`config.mk`:
```
export PLATFORM = sky130hd
export DESIGN_NAME = regfile_wb_scheduler_flat
export DESIGN_NICKNAME = d
export VERILOG_FILES = /design/src/rtl/regfile_wb_scheduler_if.sv /design/src/rtl/regfile_wb_scheduler.sv /design/src/flat_wrapper.sv
export SDC_FILE = /design/constraint.sdc
export NUM_CORES = 1
export LEC_CHECK = 0
export ABC_AREA = 1
export CORE_MARGIN = 4
export CORE_UTILIZATION = 41
export DETAILED_ROUTE_END_ITERATION = 10
export HOLD_SLACK_MARGIN = 0.05
export PLACE_DENSITY = 0.86
export SETUP_SLACK_MARGIN = 0.5
export SYNTH_ARGS = -nofsm -noshare
export SYNTH_HDL_FRONTEND = slang
export SYNTH_SLANG_ARGS = --single-unit
```
`constraint.sdc`:
```
create_clock -name clk -period 2 [get_ports clk]
set_input_delay 0.2 -clock clk [delete_from_list [all_inputs] [get_ports clk]]
set_output_delay 0.2 -clock clk [all_outputs]
set_load 0.02 [all_outputs]
```
`src/rtl/regfile_wb_scheduler_if.sv`:
```
// Bundles the issue-stage, writeback-request and register-file-write signals of the write-port scheduler.
// The slave modport belongs to the scheduler; the master modport belongs to whoever drives it.
interface regfile_wb_scheduler_if #(
    parameter int NREG = 16,
    parameter int AW   = 4,
    parameter int DW   = 32
);
    logic            issue_valid;
    logic [AW-1:0]   issue_rn1;
    logic [AW-1:0]   issue_rn2;
    logic            issue_use1;
    logic            issue_use2;
    logic            issue_we;
    logic [AW-1:0]   issue_wn;
    logic            stall;

    logic            alu_valid;
    logic [AW-1:0]   alu_wn;
    logic [DW-1:0]   alu_wd;
    logic            alu_ready;

    logic            mem_valid;
    logic [AW-1:0]   mem_wn;
    logic [DW-1:0]   mem_wd;
    logic            mem_ready;

    logic            rf_en;
    logic [AW-1:0]   rf_wn;
    logic [DW-1:0]   rf_wd;
    logic [NREG-1:0] busy;

    modport slave (
        input  issue_valid, issue_rn1, issue_rn2, issue_use1, issue_use2, issue_we, issue_wn,
        input  alu_valid, alu_wn, alu_wd, mem_valid, mem_wn, mem_wd,
        output stall, alu_ready, mem_ready, rf_en, rf_wn, rf_wd, busy
    );

    modport master (
        output issue_valid, issue_rn1, issue_rn2, issue_use1, issue_use2, issue_we, issue_wn,
        output alu_valid, alu_wn, alu_wd, mem_valid, mem_wn, mem_wd,
        input  stall, alu_ready, mem_ready, rf_en, rf_wn, rf_wd, busy
    );
endinterface

```
`src/rtl/regfile_wb_scheduler.sv`:
```
// Round-robin arbiter for the single register-file write port (ALU vs load writeback)
// plus a per-register busy scoreboard that stalls issue on RAW/WAW hazards.
module regfile_wb_scheduler #(
    parameter int NREG = 16,
    parameter int AW   = 4,
    parameter int DW   = 32
) (
    input logic                   clk,
    input logic                   rst_n,
    regfile_wb_scheduler_if.slave bus
);
    logic            last_mem;
    logic [NREG-1:0] busy_q;
    logic [NREG-1:0] busy_nxt;
    logic            rf_en_q;
    logic [AW-1:0]   rf_wn_q;
    logic [DW-1:0]   rf_wd_q;

    logic            contested;
    logic            grant_alu;
    logic            grant_mem;
    logic            wb_en;
    logic [AW-1:0]   wb_wn;
    logic [DW-1:0]   wb_wd;
    logic            stall_c;
    logic            set_en;

    // Stall looks only at registered busy; a clear on this edge is not bypassed.
    always_comb begin
        stall_c = bus.issue_valid &&
                  ((bus.issue_use1 && busy_q[bus.issue_rn1]) ||
                   (bus.issue_use2 && busy_q[bus.issue_rn2]) ||
                   (bus.issue_we   && busy_q[bus.issue_wn]));
    end

    // last_mem=1 means the load path won the previous contest, so the ALU goes next.
    always_comb begin
        contested = bus.alu_valid && bus.mem_valid;
        grant_alu = bus.alu_valid && (!bus.mem_valid || last_mem);
        grant_mem = bus.mem_valid && (!bus.alu_valid || !last_mem);
        wb_en     = grant_alu || grant_mem;
        wb_wn     = grant_mem ? bus.mem_wn : bus.alu_wn;
        wb_wd     = grant_mem ? bus.mem_wd : bus.alu_wd;
        set_en    = bus.issue_valid && bus.issue_we && !stall_c;

        // Clear first, then set, so a same-edge set of the same register wins.
        busy_nxt = busy_q;
        if (wb_en) begin
            busy_nxt[wb_wn] = 1'b0;
        end
        if (set_en) begin
            busy_nxt[bus.issue_wn] = 1'b1;
        end
    end

    always_ff @(posedge clk or negedge rst_n) begin
        if (!rst_n) begin
            last_mem <= 1'b1;
            busy_q   <= '0;
            rf_en_q  <= 1'b0;
            rf_wn_q  <= '0;
            rf_wd_q  <= '0;
        end else begin
            busy_q  <= busy_nxt;
            rf_en_q <= wb_en;
            if (contested) begin
                last_mem <= grant_mem;
            end
            if (wb_en) begin
                rf_wn_q <= wb_wn;
                rf_wd_q <= wb_wd;
            end
        end
    end

    assign bus.stall     = stall_c;
    assign bus.alu_ready = grant_alu;
    assign bus.mem_ready = grant_mem;
    assign bus.rf_en     = rf_en_q;
    assign bus.rf_wn     = rf_wn_q;
    assign bus.rf_wd     = rf_wd_q;
    assign bus.busy      = busy_q;
endmodule

```
`src/flat_wrapper.sv`:
```
// flat-port wrapper written by rule: the top's interface ports become plain ports
module regfile_wb_scheduler_flat 
#(
    parameter int NREG = 16,
    parameter int AW   = 4,
    parameter int DW   = 32
)
  (clk, rst_n, bus_issue_valid, bus_issue_rn1, bus_issue_rn2, bus_issue_use1, bus_issue_use2, bus_issue_we, bus_issue_wn, bus_alu_valid, bus_alu_wn, bus_alu_wd, bus_mem_valid, bus_mem_wn, bus_mem_wd, bus_stall, bus_alu_ready, bus_mem_ready, bus_rf_en, bus_rf_wn, bus_rf_wd, bus_busy);
  regfile_wb_scheduler_if #(.NREG(NREG), .AW(AW), .DW(DW)) bus_i ();
  input logic clk;
  input logic rst_n;
  input wire logic [$bits(bus_i.issue_valid)-1:0] bus_issue_valid;
  input wire logic [$bits(bus_i.issue_rn1)-1:0] bus_issue_rn1;
  input wire logic [$bits(bus_i.issue_rn2)-1:0] bus_issue_rn2;
  input wire logic [$bits(bus_i.issue_use1)-1:0] bus_issue_use1;
  input wire logic [$bits(bus_i.issue_use2)-1:0] bus_issue_use2;
  input wire logic [$bits(bus_i.issue_we)-1:0] bus_issue_we;
  input wire logic [$bits(bus_i.issue_wn)-1:0] bus_issue_wn;
  input wire logic [$bits(bus_i.alu_valid)-1:0] bus_alu_valid;
  input wire logic [$bits(bus_i.alu_wn)-1:0] bus_alu_wn;
  input wire logic [$bits(bus_i.alu_wd)-1:0] bus_alu_wd;
  input wire logic [$bits(bus_i.mem_valid)-1:0] bus_mem_valid;
  input wire logic [$bits(bus_i.mem_wn)-1:0] bus_mem_wn;
  input wire logic [$bits(bus_i.mem_wd)-1:0] bus_mem_wd;
  output wire logic [$bits(bus_i.stall)-1:0] bus_stall;
  output wire logic [$bits(bus_i.alu_ready)-1:0] bus_alu_ready;
  output wire logic [$bits(bus_i.mem_ready)-1:0] bus_mem_ready;
  output wire logic [$bits(bus_i.rf_en)-1:0] bus_rf_en;
  output wire logic [$bits(bus_i.rf_wn)-1:0] bus_rf_wn;
  output wire logic [$bits(bus_i.rf_wd)-1:0] bus_rf_wd;
  output wire logic [$bits(bus_i.busy)-1:0] bus_busy;
  assign bus_i.issue_valid = bus_issue_valid;
  assign bus_i.issue_rn1 = bus_issue_rn1;
  assign bus_i.issue_rn2 = bus_issue_rn2;
  assign bus_i.issue_use1 = bus_issue_use1;
  assign bus_i.issue_use2 = bus_issue_use2;
  assign bus_i.issue_we = bus_issue_we;
  assign bus_i.issue_wn = bus_issue_wn;
  assign bus_i.alu_valid = bus_alu_valid;
  assign bus_i.alu_wn = bus_alu_wn;
  assign bus_i.alu_wd = bus_alu_wd;
  assign bus_i.mem_valid = bus_mem_valid;
  assign bus_i.mem_wn = bus_mem_wn;
  assign bus_i.mem_wd = bus_mem_wd;
  assign bus_stall = bus_i.stall;
  assign bus_alu_ready = bus_i.alu_ready;
  assign bus_mem_ready = bus_i.mem_ready;
  assign bus_rf_en = bus_i.rf_en;
  assign bus_rf_wn = bus_i.rf_wn;
  assign bus_rf_wd = bus_i.rf_wd;
  assign bus_busy = bus_i.busy;
  regfile_wb_scheduler #(.NREG(NREG), .AW(AW), .DW(DW)) u_core (.clk(clk), .rst_n(rst_n), .bus(bus_i));
endmodule
```
Word level (Yosys, flattened, before mapping)
Index checks and enable logic that the tools add are counted.

word-level totals
  register bits after elaboration = 54
  bits in latches = 0
  bits in writable memories = 0
  memory bits (read-only) = 0
  input bits = 92
  memories kept = 0

operators by class
  $add $sub $neg = 0
  multipliers = 0
  div/mod/pow operators = 0
  order comparisons = 6
  equality and inequality tests = 0
  shift operators = 0
  multiplexer cells = 14
  bitwise gates (word level) = 3
  reductions and logical operators = 20

operators with widths
  kind                                                               number
  two-way mux 16 bit                                                 2
  two-way mux 32 bit                                                 1
  < comparator 4 x 5 -> 1 bit, second input constant                 4
  bitwise AND 16 bit                                                 1
  NOT 16 bit                                                         1
  OR 16 bit                                                          1
  binary-select mux 1 bit (select 4 bit)                             3
  logical AND 1 bit                                                  11
  demux 1 bit (select 4 bit)                                         2
  greater-or-equal comparator 4 x 1 -> 1 bit, second input constant  2
  logical OR 1 bit                                                   5
  two-way mux 1 bit                                                  5
  zero test 1 bit                                                    4
  two-way mux 4 bit                                                  1

Logic depth before layout (Yosys ltp)
Gate-level depths: netlist (run 1).

  depth after elaboration = 13
  gate-level depth with buffers = 13
  depth with buffers taken out = 12

Worst setup path after synthesis (run 1)
No wires, ideal clock.

  kind = register -> register
  start = register u_core.last_mem
  end = register u_core.busy_q[0], in the netlist u_core.bus.busy[0]
  library setup time = 0.119 ns
  arrival time = 1.520 ns
  data required time = 1.881 ns
  slack = 0.361 ns
  stages on the path, launching flop included = 9
  period minus slack after synthesis = 1.639 ns
  cells stage by stage = dfstp_2 -> inv_1 -> o21ai_4 -> inv_2 -> or2_1 -> o21ai_2 -> nand3_1 -> o21ai_1 -> nand2_1

between the ends
  word-level cells in the longest chain between the ends = 13
  elaborated cells on any way between the ends = 17
  those cells by class = order compare (2); mux (5); bitwise (3); reduce/logical (7)

ends and longest elaborated chain
  what                                                                                                                    line                        text
  start, declared                                                                                                         regfile_wb_scheduler.sv:12  logic last_mem;
  start signal, assigned                                                                                                  regfile_wb_scheduler.sv:67  last_mem <= grant_mem;
  zero test 1 bit                                                                                                         regfile_wb_scheduler.sv:40  grant_mem = bus.mem_valid && (!bus.alu_valid || !last_mem);
  logical OR 1 bit                                                                                                        regfile_wb_scheduler.sv:40
  logical AND 1 bit                                                                                                       regfile_wb_scheduler.sv:40
  two-way mux 4 bit                                                                                                       regfile_wb_scheduler.sv:42  wb_wn = grant_mem ? bus.mem_wn : bus.alu_wn;
  < comparator 4 x 5 -> 1 bit (not written as such) / greater-or-equal comparator 4 x 1 -> 1 bit (equally long branches)  regfile_wb_scheduler.sv:49  busy_nxt[wb_wn] = 1'b0;
  logical AND 1 bit (not written as such)                                                                                 regfile_wb_scheduler.sv:49
  two-way mux 1 bit (not written as such)                                                                                 regfile_wb_scheduler.sv:49
  demux 1 bit (select 4 bit)                                                                                              --
  NOT 16 bit (no line)                                                                                                    --
  bitwise AND 16 bit (no line)                                                                                            --
  two-way mux 16 bit (*)                                                                                                  regfile_wb_scheduler.sv:48  if (wb_en) begin
  OR 16 bit (no line)                                                                                                     --
  two-way mux 16 bit (*)                                                                                                  regfile_wb_scheduler.sv:51  if (set_en) begin
  named net u_core.busy_nxt[0]                                                                                            regfile_wb_scheduler.sv:14  logic [NREG-1:0] busy_nxt;
  end signal, assigned                                                                                                    regfile_wb_scheduler.sv:64  busy_q <= busy_nxt;
  end, declared                                                                                                           regfile_wb_scheduler.sv:13  logic [NREG-1:0] busy_q;

The timed path passes the listed nets; every way through them passes the cells marked *.
A chain may end at the register's enable or synchronous reset.

Worst setup path in the final report (run 1)
  start = register u_core.busy_q[9], in the netlist u_core.bus.busy[9]
  end = output bus_stall

between the ends
  word-level cells in the longest chain between the ends = 6
  elaborated cells on any way between the ends = 12
  those cells by class = mux (6); reduce/logical (6)

ends and longest elaborated chain
  what                                                              line                                                    text
  binary-select mux 1 bit (select 4 bit), on equally long branches  regfile_wb_scheduler.sv:31, regfile_wb_scheduler.sv:32
  two-way mux 1 bit, on equally long branches                       regfile_wb_scheduler.sv:31, regfile_wb_scheduler.sv:32
  logical AND 1 bit, on equally long branches                       regfile_wb_scheduler.sv:31, regfile_wb_scheduler.sv:32
  logical OR 1 bit                                                  regfile_wb_scheduler.sv:31                              ((bus.issue_use1 && busy_q[bus.issue_rn1]) ||
  logical OR 1 bit (*)                                              regfile_wb_scheduler.sv:32                              (bus.issue_use2 && busy_q[bus.issue_rn2]) ||
  logical AND 1 bit (*)                                             regfile_wb_scheduler.sv:30                              stall_c = bus.issue_valid &&
  end, declared                                                     flat_wrapper.sv:25                                      output wire logic [$bits(bus_i.stall)-1:0] bus_stall;

Mark *: on every way between the ends. The rest lies on a longest branch, timed or not. The select of a mux whose other input is x is not followed.

==> results of run 1 <==
## critical path: stages (launching register included)
cell and delay, ps:
dfrtp_1 450, inv_2 80, nand2_1 60, nand3_1 110, nand2_1 90, nand2_1 70, nand3_1 60, nand3_1 90
nand2_2 70, o21ai_1 120, inv_1 60, buf_6 120
## flip-flops by register name, summed over array words and instances, names as in the netlist
signal,cells
u_core.bus.rf_en,1
u_core.bus.rf_wn,4
u_core.bus.rf_wd,32
u_core.last_mem,1
u_core.bus.busy,16
## layout make-up
class | instances | area (sq um) | area share
multi-input combinational | 340 | 1850 | 0.326
clock buffer | 7 | 86.3 | 0.0152
tap | 99 | 124 | 0.0218
timing repair buffer | 207 | 2100 | 0.370
clock inverter | 1 | 5.00 | 0.000881
sequential | 54 | 1350 | 0.238
inverter | 42 | 160 | 0.0282
## kinds of logic (layout without fill, tap and decap cells)
| family | Yosys count | after routing | synth area share |
|---|---|---|---|
| AND/OR/NAND/NOR | 245 | 245 | 0.324 |
| buffers and inverters | 60 | 257 | 0.0769 |
| AO/OA/AOI/OAI | 95 | 95 | 0.161 |
| flip-flops | 54 | 54 | 0.438 |
## metal layers
| layer | wire (microns) | track usage |
|---|---|---|
| met3 | 1400 | 0.0765 |
| met1 | 4740 | 0.281 |
| met4 | 519 | 0.0829 |
| met2 | 7380 | 0.491 |
| met5 | 0 | 0 |
## per-stage QoR
stage | total power (W) | cell area [sq um] | hold WS [ps]
2_1_floorplan | 0.00205 | 3110 | -95.6
3_3_place_gp | 0.00280 | 4880 | 214
3_5_place_dp | 0.00283 | 4880 | 216
4_1_cts | 0.00354 | 5230 | 421
5_1_grt | 0.00393 | 5680 | 430
6_report | 0.00377 | 5680 | 408
## power by group
| group | total, W | internal (W) | switching [W] |
|---|---|---|---|
| clock network | 0.000635 | 0.000281 | 0.000354 |
| logic | 0.00175 | 0.000798 | 0.000949 |
| registers | 0.00139 | 0.00126 | 0.000135 |
## how the worst max path moves through the flow
stage / endpoint / startpoint / slack (ps) / cells past startpoint
4_1_cts: bus_stall / u_core.bus.busy[2]$_DFF_PN0_ / 190 / 11
2_1_floorplan: u_core.bus.busy[0]$_DFF_PN0_ / u_core.last_mem$_DFFE_PN1P_ / 390 / 8
6_report: bus_stall / u_core.bus.busy[9]$_DFF_PN0_ / 120 / 11
5_1_grt: bus_stall / bus_issue_wn[0] / -20 / 13
3_3_place_gp: bus_stall / bus_issue_wn[1] / -390 / 13
3_5_place_dp: bus_stall / bus_issue_wn[1] / -450 / 12
## cell usage after synthesis, drive strengths merged
library cell / count / area share
a21oi: 36 / 0.058
nand4: 1 / 0.0020
o21ai: 59 / 0.10
or2: 3 / 0.0061
nand2: 129 / 0.16
nand3: 42 / 0.068
dfrtp: 53 / 0.43
dfstp: 1 / 0.0085
inv: 42 / 0.051
buf: 6 / 0.011
clkbuf: 12 / 0.015
nand3b: 2 / 0.0049
nor2: 68 / 0.086
## repair_timing
item                                    4_1_cts  5_1_grt
setup buffers                                15        9
resized for setup                            83      129
hold buffers                                  1        0
pin swaps                                    18       53
gates cloned                                  2        2
hold endpoints to repair                     53        0
endpoints found under the setup margin       49       76
==> qor.csv, run 1 <==
stage,metric,value,unit
outcome,outcome,"complete, no violations",
floorplanning,coreArea,7290,sq um
floorplanning,num_rows,31,
logic_synthesis,netlist_area,3090,sq um
timing,skew,16.8,ps
cells_and_area,layout_commonest_cell,nand2_1,
cells_and_area,stdcell_count,750,
detailed_routing,postRouteWirelength,14.0,mm
global_routing,overflow,0,
critical_path,start_kind,register,
critical_path,reg2reg_slack,170,ps
power_and_ir_drop,powerDensity,664,nW/um^2
place,place_inst,713,
detailed_routing,drt-initial-drc-count,265,
cts,clockBufferDepth,2,
global_routing,grt_usage,0.263,
global_routing,grt_max_degree,55,
timing,rsz0062_at_grt,true,
cells_and_area,fin_util,0.779,
place,dp_hpwl,8.66,mm
logic_synthesis,syn_nets,546,
power_and_ir_drop,leakage,2.87,nW
global_routing,grt_pass1_wl,18.7,mm
global_routing,antenna_found_initial,0,
job,cap_viol_max_count,0,
floorplanning,die_w,94.8,microns
global_routing,grt_pass1_vias,4083,
timing,finalWorstSetupSlack,123,ps
critical_path,cp-end-kind,output pin,
detailed_routing,wl_per_cell,18.7,microns
power_and_ir_drop,vdd_drop_max,0.465,mV
critical_path,criticalPathCategory,reg2out,
floorplanning,num_io_pins,148,
place,dp_slack,-448,ps
cells_and_area,num_antenna_cells,0,
min_path,hold_class,in2async,
cells_and_area,fillers,469,
cts,root_buffer,clkbuf_8,
critical_path,worstPathMaxFanout,4,
detailed_routing,drtPass1Iterations,5,
timing,period_minus_slack,1880,ps
critical_path,reg2reg_from,u_core.last_mem$_DFFE_PN1P_,
cts,cts-buffers-inserted,5,
detailed_routing,ant_nets,0,
floorplanning,die-area,8990,sq um
cts,ctsHtreeMaxLevel,2,
cts,clock-sinks,54,
timing,worst_pin_slew,803,ps
timing,timing.fmax,533,MHz
place,io_buffers,147,
cts,path_clk_slew,100,ps
timing,setup_viol,0,
cells_and_area,nNetsFinal,742,
logic_synthesis,synth_seq_area_share,0.438,
cells_and_area,area_growth,83.8,%
detailed_routing,vias_per_cell,5.58,
floorplanning,die_h,94.8,microns
logic_synthesis,ys_warn_count,0,
timing,tns,0,ps
critical_path,reg2reg_depth,8,
logic_synthesis,ys_types,22,
cells_and_area,mostFrequentLayoutCells,"nand2_1 (114), clkdlybuf4s50_1 (88), nor2_1 (57)",
timing,post-route-period-util,0.939,
cts,cts_tree,yes,
logic_synthesis,synth-seq-cells,54,
place,gp_congestion,0.886,
cts,insertion_delay,310,ps
timing,finalMaxSlewViolations,0,
timing,hold_viol_final,0,
logic_synthesis,synthesis.instances,454,
critical_path,cp.arrival,1680,ps
detailed_routing,dr_total_vias,4184,
cells_and_area,drive_gt1_frac,0.266,
critical_path,crit_required,1800,ps
timing,max_slew_margin,0.464,
critical_path,reg2reg_to,u_core.bus.busy[9]$_DFF_PN0_,
floorplanning,start_util,0.424,
detailed_routing,drc_errors,0,
logic_synthesis,syn_area_per_cell,6.81,sq um
(Power assumes the default switching activity.)
==> run 2, diff against run 1 <==
--- a/config.mk
+++ b/config.mk
@@ -6,6 +6,7 @@
 export NUM_CORES = 1
 export LEC_CHECK = 0
 export ABC_AREA = 1
+export CAP_MARGIN = 15
 export CORE_MARGIN = 4
 export CORE_UTILIZATION = 41
 export DETAILED_ROUTE_END_ITERATION = 10
==> constraint.sdc (replaced) <==
create_clock -name clk -period 1.9 [get_ports clk]
set_input_delay 0.19 -clock clk [delete_from_list [all_inputs] [get_ports clk]]
set_output_delay 0.19 -clock clk [all_outputs]
set_load 0.02 [all_outputs]
==> run 2 against run 1 <==
The run now ends with setup timing left. Clock power is 32% higher. Non-clock buffer count is 21 higher. Critical endpoint is now u_core.bus.busy[2]$_DFF_PN0_. Highest routed layer unchanged. Cell area increased by 9.0%.
==> qor.csv, run 2 (synthesis gave the netlist of run 1 again) <==
stage,metric,value,unit,change
detailed_routing,drc_errors,0,,unchanged
global_routing,grt_pass1_vias,4448,,"was 4,083"
detailed_routing,drtPass1Iterations,6,,was 5
critical_path,criticalPathCategory,reg2reg,,was reg2out
critical_path,reg2reg_slack,-2,ps,was 170 ps
power_and_ir_drop,power,0.00443,W,was 0.00377 W
critical_path,cp-end-kind,register,,was output pin
place,place_inst,727,,was 713
cts,clock-sinks,54,,unchanged
cells_and_area,layout_commonest_cell,nand2_1,,unchanged
global_routing,grt_pass1_wl,21.6,mm,was 18.7 mm
timing,max_slew_margin,0.492,,was 0.464
global_routing,grt_max_degree,35,,was 55
cts,cts_tree,yes,,unchanged
floorplanning,die-area,8990,sq um,unchanged
detailed_routing,drt-initial-drc-count,358,,was 265
power_and_ir_drop,powerDensity,714,nW/um^2,was 664 nW/um^2
timing,timing.fmax,526,MHz,
cts,ctsHtreeMaxLevel,2,,unchanged
floorplanning,num_io_pins,148,,unchanged
timing,hold_viol_final,0,,unchanged
cells_and_area,stdcell_count,771,,was 750
outcome,outcome,finished with violations,,"was complete, no violations"
critical_path,worstPathMaxFanout,4,,unchanged
floorplanning,start_util,0.424,,unchanged
timing,period_minus_slack,1900,ps,
timing,finalMaxSlewViolations,0,,unchanged
critical_path,crit_required,2090,ps,was 1800 ps
detailed_routing,postRouteWirelength,16.7,mm,was 14.0 mm
detailed_routing,vias_per_cell,5.87,,was 5.58
cells_and_area,num_antenna_cells,0,,unchanged
cells_and_area,drive_gt1_frac,0.369,,was 0.266
cells_and_area,mostFrequentLayoutCells,"nand2_1 (113), clkdlybuf4s50_1 (86), dlygate4sd2_1 (49), dfrtp_1 (49), buf_4 (47)",,"was nand2_1 (114), clkdlybuf4s50_1 (88), nor2_1 (57)"
timing,skew,19.2,ps,was 16.8 ps
floorplanning,die_w,94.8,microns,unchanged
cells_and_area,largest_reg_flops,32,,unchanged
critical_path,reg2reg_depth,9,,was 8
critical_path,reg2reg_from,u_core.last_mem$_DFFE_PN1P_,,unchanged
timing,rsz0062_at_grt,true,,unchanged
detailed_routing,wl_per_cell,21.7,microns,was 18.7 microns
detailed_routing,dr_total_vias,4528,,"was 4,184"
global_routing,grt_usage,0.315,,was 0.263
outcome,violations,setup timing,,
job,cap_viol_max_count,0,,unchanged
cells_and_area,nNetsFinal,763,,was 742
cts,clockBufferDepth,2,,unchanged
place,gp_congestion,0.907,,was 0.886
power_and_ir_drop,leakage,2.86,nW,was 2.87 nW
floorplanning,die_h,94.8,microns,unchanged
min_path,hold_class,in2async,,unchanged
timing,setup_viol,1,,was 0
timing,finalWorstSetupSlack,-2.06,ps,was 123 ps
place,dp_hpwl,8.52,mm,was 8.66 mm
global_routing,overflow,0,,unchanged
cts,insertion_delay,320,ps,was 310 ps
timing,post-route-period-util,1.00,,
critical_path,start_kind,register,,unchanged
critical_path,cp.arrival,2090,ps,was 1680 ps
detailed_routing,ant_nets,0,,unchanged
cts,path_clk_slew,120,ps,was 100 ps
power_and_ir_drop,vdd_drop_max,0.403,mV,was 0.465 mV
floorplanning,coreArea,7290,sq um,unchanged
timing,worst_pin_slew,761,ps,was 803 ps
floorplanning,num_rows,31,,unchanged
global_routing,antenna_found_initial,0,,unchanged
place,io_buffers,147,,unchanged
cts,cts-buffers-inserted,5,,unchanged
cells_and_area,area_growth,100,%,was 83.8%
critical_path,reg2reg_to,u_core.bus.busy[2]$_DFF_PN0_,,was u_core.bus.busy[9]$_DFF_PN0_
cts,root_buffer,clkbuf_8,,unchanged
run 2: worst max-delay path by stage:
stage                                        startpoint                      endpoint  slack [ps]  depth (start not counted)
after global routing      u_core.bus.busy[14]$_DFF_PN0_                     bus_stall        -110                         10
after detailed placement                bus_issue_wn[1]                     bus_stall        -540                         13
after CTS                 u_core.bus.busy[11]$_DFF_PN0_                     bus_stall          80                         11
after global placement                  bus_issue_wn[1]                     bus_stall        -470                         13
final                       u_core.last_mem$_DFFE_PN1P_  u_core.bus.busy[2]$_DFF_PN0_          -2                          9
after floorplan             u_core.last_mem$_DFFE_PN1P_  u_core.bus.busy[0]$_DFF_PN0_         290                          8
run 2: what timing repair did:
| item | CTS | global route |
|---|---|---|
| buffers inserted | 21 | 7 |
| endpoints found under the hold margin | 20 | 0 |
| resized for setup | 195 | 134 |
| hold buffers | 1 | 0 |
| gates cloned | 6 | 1 |
| pin swaps | 15 | 50 |
| setup endpoints to repair | 101 | 63 |
run 2: cell type report:
| type | instances | area (sq um) |
|---|---|---|
| multi-input combinational | 340 | 2160 |
| tap | 99 | 124 |
| clock buffer | 5 | 68.8 |
| sequential | 54 | 1360 |
| timing repair buffer | 228 | 2280 |
| clock inverter | 3 | 48.8 |
| inverter | 42 | 160 |
| fill | 368 | 1100 |
run 2: critical path: stages (launching register included):
cell	delay (ps)
dfstp_2	580
inv_2	60
o21ai_4	200
buf_6	130
buf_6	130
o21ai_4	110
nor2_4	110
nand2_1	120
o21ai_1	220
nand2_1	100
run 2: power by group:
part	switching, W	leakage (nW)	internal [W]
sequential	0.000146	0.660	0.00132
combinational	0.00116	2.14	0.000952
clock	0.000438	0.0563	0.000403
total	0.00175	2.86	0.00268
run 2: metrics by stage:
step / hold WS, ps / TNS [ps] / instance area, sq um / util / setup slack, ps
after floorplan: -106 / 0 / 3120 / - / 292
after global placement: 175 / -2600 / 4990 / 0.685 / -470
after detailed placement: 179 / -3990 / 4990 / 0.685 / -537
after CTS: 375 / 0 / 5670 / 0.778 / 77.7
after global routing: 418 / -225 / 6190 / 0.850 / -110
final: 375 / -2.06 / 6190 / 0.850 / -2.06
run 2: per-layer routing:
layer,vias to the layer above,share of wire,GRT usage
met5,-,0,0
met4,0,0.074,0.192
met3,118,0.095,0.0853
met2,381,0.50,0.576
met1,2131,0.33,0.315
li1,1898,-,-
==> run 3, diff against run 2 <==
--- a/config.mk
+++ b/config.mk
@@ -8,10 +8,11 @@
 export ABC_AREA = 1
 export CAP_MARGIN = 15
 export CORE_MARGIN = 4
-export CORE_UTILIZATION = 41
+export CORE_UTILIZATION = 42
+export CTS_BUF_LIST = sky130_fd_sc_hd__clkbuf_4
 export DETAILED_ROUTE_END_ITERATION = 10
 export HOLD_SLACK_MARGIN = 0.05
-export PLACE_DENSITY = 0.86
+export PLACE_DENSITY = 0.87
 export SETUP_SLACK_MARGIN = 0.5
 export SYNTH_ARGS = -nofsm -noshare
 export SYNTH_HDL_FRONTEND = slang
==> run 3 against run 2 <==
The run still ends with setup timing left. Clock power fell by 34%. Cell count is 0.78% lower. Maximum frequency is 3.8% lower. Sequential cell count is the same. Utilization shrank 1.8 points. Via count fell by 4.7%. Register-to-register slack about the same.
==> qor.csv, run 3 (synthesis gave the netlist of run 1 again) <==
stage,metric,value,unit,change
min_path,hold_class,in2async,,unchanged
power_and_ir_drop,vdd_drop_max,0.396,mV,was 0.403 mV
critical_path,worstPathMaxFanout,3,,was 4
global_routing,overflow,0,,unchanged
timing,timing.fmax,506,MHz,was 526 MHz
detailed_routing,dr_total_vias,4316,,"was 4,528"
cells_and_area,mostFrequentLayoutCells,"nand2_1 (115), clkdlybuf4s50_1 (87), dfrtp_1 (47)",,"was nand2_1 (113), clkdlybuf4s50_1 (86), dlygate4sd2_1 (49), dfrtp_1 (49), buf_4 (47)"
place,dpl_cell_area,4960,sq um,was 4990 sq um
cells_and_area,register_area,1360,sq um,about the same
power_and_ir_drop,powerDensity,679,nW/um^2,was 714 nW/um^2
place,dp_slack,-622,ps,was -537 ps
timing,setup_viol,2,,was 1
critical_path,critical-path-max-stage-delay,440,ps,was 580 ps
critical_path,criticalPathCategory,reg2out,,was reg2reg
timing,finalWorstSetupSlack,-76.6,ps,was -2.06 ps
outcome,violations,setup timing,,unchanged
critical_path,crit_top_cell,nand2_1,,
floorplanning,die_h,93.8,microns,was 94.8 microns
global_routing,grt_max_degree,33,,was 35
cells_and_area,largest_reg_flops,32,,unchanged
cells_and_area,multi_input_area,2070,sq um,was 2160 sq um
timing,skew,28.4,ps,was 19.2 ps
cells_and_area,layout_commonest_cell,nand2_1,,unchanged
critical_path,crit_family,simple AND/OR/NAND/NOR gates,,was flip-flops
cts,cts-buffers-inserted,5,,unchanged
cts,cts_tree,yes,,unchanged
detailed_routing,drt-initial-drc-count,313,,was 358
critical_path,critPathSlowestCell,dfrtp_2,,was dfstp_2
detailed_routing,vias_per_cell,5.64,,was 5.87
global_routing,grt_usage,0.296,,was 0.315
detailed_routing,postRouteWirelength,15.5,mm,was 16.7 mm
timing,period_minus_slack,1980,ps,was 1900 ps
detailed_routing,drtPass1Iterations,5,,was 6
power_and_ir_drop,leakage,2.78,nW,was 2.86 nW
cts,ctsHtreeMaxLevel,2,,unchanged
cts,insertion_delay,390,ps,was 320 ps
cells_and_area,area_growth,94.0,%,was 100%
critical_path,cp-end-kind,output pin,,was register
floorplanning,num_io_pins,148,,unchanged
global_routing,grt_pass1_vias,4416,,"was 4,448"
cells_and_area,nNetsFinal,757,,was 763
timing,post-route-period-util,1.04,,was 1.00
place,dp_hpwl,8.55,mm,was 8.52 mm
cts,path_clk_slew,170,ps,was 120 ps
floorplanning,die_w,93.8,microns,was 94.8 microns
global_routing,antenna_found_initial,0,,unchanged
timing,tns,-81.7,ps,was -2.06 ps
floorplanning,coreArea,7210,sq um,was 7290 sq um
cells_and_area,fillers,393,,was 368
cts,clock-sinks,54,,unchanged
outcome,outcome,finished with violations,,unchanged
detailed_routing,ant_nets,0,,unchanged
cells_and_area,drive_gt1_frac,0.351,,was 0.369
cells_and_area,num_antenna_cells,0,,unchanged
critical_path,cp_cell_sequence,inv_2 > nor2_1 > nor2_1 > nand2_1 > nand2_1 > nand2_1 > nor2_2 > nor2_2 > o21ai_2 > inv_1 > buf_6,,was inv_2 > o21ai_4 > buf_6 > buf_6 > o21ai_4 > nor2_4 > nand2_1 > o21ai_1 > nand2_1
detailed_routing,drc_errors,0,,unchanged
critical_path,path_buf_inv,3,,unchanged
critical_path,start_kind,register,,unchanged
cts,clockBufferDepth,2,,unchanged
critical_path,reg2reg_slack,-10,ps,was -2 ps
timing,max_slew_margin,0.478,,was 0.492
timing,worst_pin_slew,782,ps,was 761 ps
cells_and_area,fin_util,0.831,,was 0.850
floorplanning,die-area,8790,sq um,was 8990 sq um
place,gp_congestion,0.887,,was 0.907
timing,finalMaxSlewViolations,0,,unchanged
cts,root_buffer,clkbuf_4,,was clkbuf_8
timing,rsz0062_at_grt,true,,unchanged
critical_path,crit_required,1710,ps,was 2090 ps
place,io_buffers,147,,unchanged
floorplanning,start_util,0.428,,was 0.424
cells_and_area,final_area,6000,sq um,was 6190 sq um
detailed_routing,wl_per_cell,20.2,microns,was 21.7 microns
critical_path,cp.arrival,1790,ps,was 2090 ps
floorplanning,num_rows,31,,unchanged
timing,hold_viol_final,0,,unchanged
global_routing,grt_pass1_wl,20.6,mm,was 21.6 mm
power_and_ir_drop,power,0.00407,W,was 0.00443 W
job,cap_viol_max_count,0,,unchanged
## run 3: changes by cell type in the layout (fill, tap and decap cells not counted), moves of 9 or more
cell           previous run  this run
a21oi_1                  17        33
buf_6                    21        34
dlygate4sd2_1            49        40
nor2_4                   26        35
buf_4                    47        36
## run 3: worst paths after layout
path,start,endpoint,cells after the start
max,u_core.bus.busy[13]$_DFF_PN0_,bus_stall,11
min,rst_n,u_core.bus.rf_wd[29]$_DFFE_PN0N_,2
max reg2reg,u_core.bus.busy[13]$_DFF_PN0_,u_core.bus.busy[14]$_DFF_PN0_,14
min reg2reg,u_core.bus.rf_wd[26]$_DFFE_PN0N_,u_core.bus.rf_wd[26]$_DFFE_PN0N_,2
max in group asynchronous,rst_n,u_core.bus.busy[6]$_DFF_PN0_,3
min in group clk,bus_alu_wd[26],u_core.bus.rf_wd[26]$_DFFE_PN0N_,3
## run 3: metal layers
layer	global-route usage	vias to the layer above	wire, microns
li1	-	1875	-
met1	0.313	2030	5090
met2	0.537	311	7870
met3	0.0737	100	1370
met4	0.158	0	1150
met5	0	-	0
## run 3: power breakdown
group          internal (W)  total [W]  switching (W)
Clock              0.000163   0.000551       0.000387
Combinational      0.000946    0.00205        0.00110
Sequential          0.00133    0.00147       0.000145
## run 3: per-stage QoR
stage / hold WS [ps] / cells
after floorplan: -106 / 454
after global placement: 215 / 722
after detailed placement: 221 / 722
after CTS: 318 / 747
after global routing: 380 / 765
final: 357 / 765
## run 3: repair_timing
| action | CTS | global route |
|---|---|---|
| buffers inserted | 14 | 14 |
| gates resized for setup | 274 | 73 |
| endpoints found under the setup margin | 99 | 66 |
| gates cloned | 2 | 4 |
| pin swaps | 42 | 35 |
| hold endpoints to repair | 23 | 0 |
| hold buffers | 1 | 0 |
## run 3: area by class of cell
cell class | instances | area share
clock inverters | 2 | 0.00230
inverters | 42 | 0.0275
repair buffers | 222 | 0.370
flip-flops and latches | 54 | 0.227
clock buffers | 6 | 0.00751
multi-input cells | 340 | 0.345
well taps | 99 | 0.0207
==> patch (settings of run 2) <==
`AW` is set to 4 in 3 places; all go to 3.
--- a/src/rtl/regfile_wb_scheduler_if.sv
+++ b/src/rtl/regfile_wb_scheduler_if.sv
@@ -4,3 +4,3 @@
     parameter int NREG = 16,
-    parameter int AW   = 4,
+    parameter int AW   = 3,
     parameter int DW   = 32
--- a/src/rtl/regfile_wb_scheduler.sv
+++ b/src/rtl/regfile_wb_scheduler.sv
@@ -4,3 +4,3 @@
     parameter int NREG = 16,
-    parameter int AW   = 4,
+    parameter int AW   = 3,
     parameter int DW   = 32
--- a/src/flat_wrapper.sv
+++ b/src/flat_wrapper.sv
@@ -4,3 +4,3 @@
     parameter int NREG = 16,
-    parameter int AW   = 4,
+    parameter int AW   = 3,
     parameter int DW   = 32
Interface: changed (6 resized); port bits go from 148 to 142. The function was not compared with the original's and may differ.
==> patch against run 2 <==
Area after synthesis is 21% lower; synthesized cell count down 27%; register-to-register slack improved by 0.28 ns; worst setup slack better by 0.20 ns; final area fell by 27%; sequential cell count decreased by 9; power fell by 29%; sequential power down 20%; wire length fell by 41%; utilization shrank 5.3 points; critical endpoint is now bus_stall; largest cell class unchanged; largest power group unchanged; highest routed layer unchanged.
==> patch: results (changes against run 2) <==
| Metric | Value |
|---|---|
| Gr usage total | `23.0% (-8.6 points)` |
| Outcome | `finished clean` |
| Port Buffers | `133 (-9.5%)` |
| Reg clk slew, reported paths | `0.08 ns (-0.04 ns)` |
| Rel. slew slack | `61.8% (+13 points)` |
| Delay-heaviest family, CP | `simple AND/OR/NAND/NOR gates` |
| DRT iter0 DRCs | `200 (-44%)` |
| Gpl congestion | `0.894 (-1.5%)` |
| Worst R2R End | `u_core.bus.busy[1]` |
| Vias in the first global route | `2,816 (-37%)` |
| Final hold slack | `0.477 ns (+0.102 ns)` |
| Peak supply drop | `0.000425 V (+5.3%)` |
| Register area share after synthesis | `46.1% (+2.4 points)` |
| Post-synthesis compound-gate area fraction | `17.5% (+1.4 points)` |
| Clock Skews | `0.0163 ns (-0.00294 ns)` |
| Final net count | `579 (-24%)` |
| Worst EP arrival | `1.51 ns (-0.58 ns)` |
| Leak Pwr | `2.10 nW (-26%)` |
| Fraction of layout cells with a size suffix above 1 | `25.4% (-12 points)` |
| FF-to-FF path depth | `8 (-1)` |
| Clk Latency, worst-skew pair | `0.30 ns (-0.02 ns)` |
| Synth cell count leaders | `nand2_1, dfrtp_1, o21ai_1` |
| Largest net degree at the start of global routing | `46 (+31%)` |
| Slowest CP cell | `dfrtp_1` |
| Vias | `3,031 (-33%)` |
| HPWL Detailed | `6160 um (-28%)` |
| Peak per-stage delay on the critical path | `0.42 ns (-0.16 ns)` |
| Routed wire length | `9800 um (-41%)` |
-- patch: cell count changes after synthesis, sizes merged, moves of 7 or more --
cell | run 2 | this run
nand2 | 129 | 92
nor2 | 68 | 33
nand3 | 42 | 14
inv | 42 | 24
buf | 6 | 21
o21ai | 59 | 48
clkbuf | 12 | 2
dfrtp | 53 | 44
nor3 | 0 | 8
nand4 | 1 | 8
-- patch: per-stage QoR --
stage / instance area (um^2) / util (%) / instances / setup slack [ns]
after global placement: 3890 / 69.0 / 537 / -0.278
final: 4490 / 79.6 / 566 / 0.196
after CTS: 4090 / 72.4 / 555 / 0.245
after floorplan: 2480 / - / 338 / 0.514
after detailed placement: 3890 / 69.0 / 537 / -0.328
after global routing: 4490 / 79.6 / 566 / 0.127
-- patch: area by class of cell --
cell class                      instances  area (um^2)
Timing Repair Buffer                  170         1660
Multi-Input combinational cell        246         1420
Fill cell                             387         1150
Sequential cell                        45         1130
Inverter                               24          100
Tap cell                               72         90.1
Clock buffer                            6         82.6
Clock inverter                          2         13.8
Antenna cell                            1         2.50
-- patch: worst min-delay path, cell delays in order --
cell	delay, ns
clkdlybuf4s50_1	0.39
nor2_1	0.10
o21ai_1	0.06
-- patch: worst max path at each step --
stage / startpoint / to / slack (ns)
floorplan: u_core.bus.busy[2] / bus_stall / 0.51
global placement: bus_issue_wn[0] / bus_stall / -0.28
detailed placement: bus_issue_wn[0] / bus_stall / -0.33
CTS: u_core.bus.busy[5] / bus_stall / 0.24
global route: u_core.bus.busy[7] / bus_stall / 0.13
finish: u_core.bus.busy[7] / bus_stall / 0.20
-- patch: metal layers --
layer  GRT usage [%]  routed length, um  up-vias
li1                -                  -     1398
met1            25.3               3650     1415
met2            41.6               5010      188
met3            7.38                911       30
met4            7.34                236        0
met5               0                  0        -
-- patch: what timing repair did --
action                                 CTS  global route
resized for setup                       93            79
pin swaps                                9            47
gates cloned                             0             3
hold buffers                             1             0
endpoints found under the hold margin   44             0
buffers inserted                         9             7
setup endpoints to repair               90            42
-- patch: cells by family (layout without fill, tap and decap cells) --
family	after synthesis	in the layout
buf+inv	47	202
compound gates	82	82
simple gates	156	156
flops	45	45
other cells	1	9
-- patch: power by group --
group / switching [W] / internal [W] / total, W / leakage, nW
registers: 0.0000877 / 0.00109 / 0.00118 / 0.549
clock network: 0.000335 / 0.000295 / 0.000630 / 0.0512
logic: 0.000724 / 0.000594 / 0.00132 / 1.50
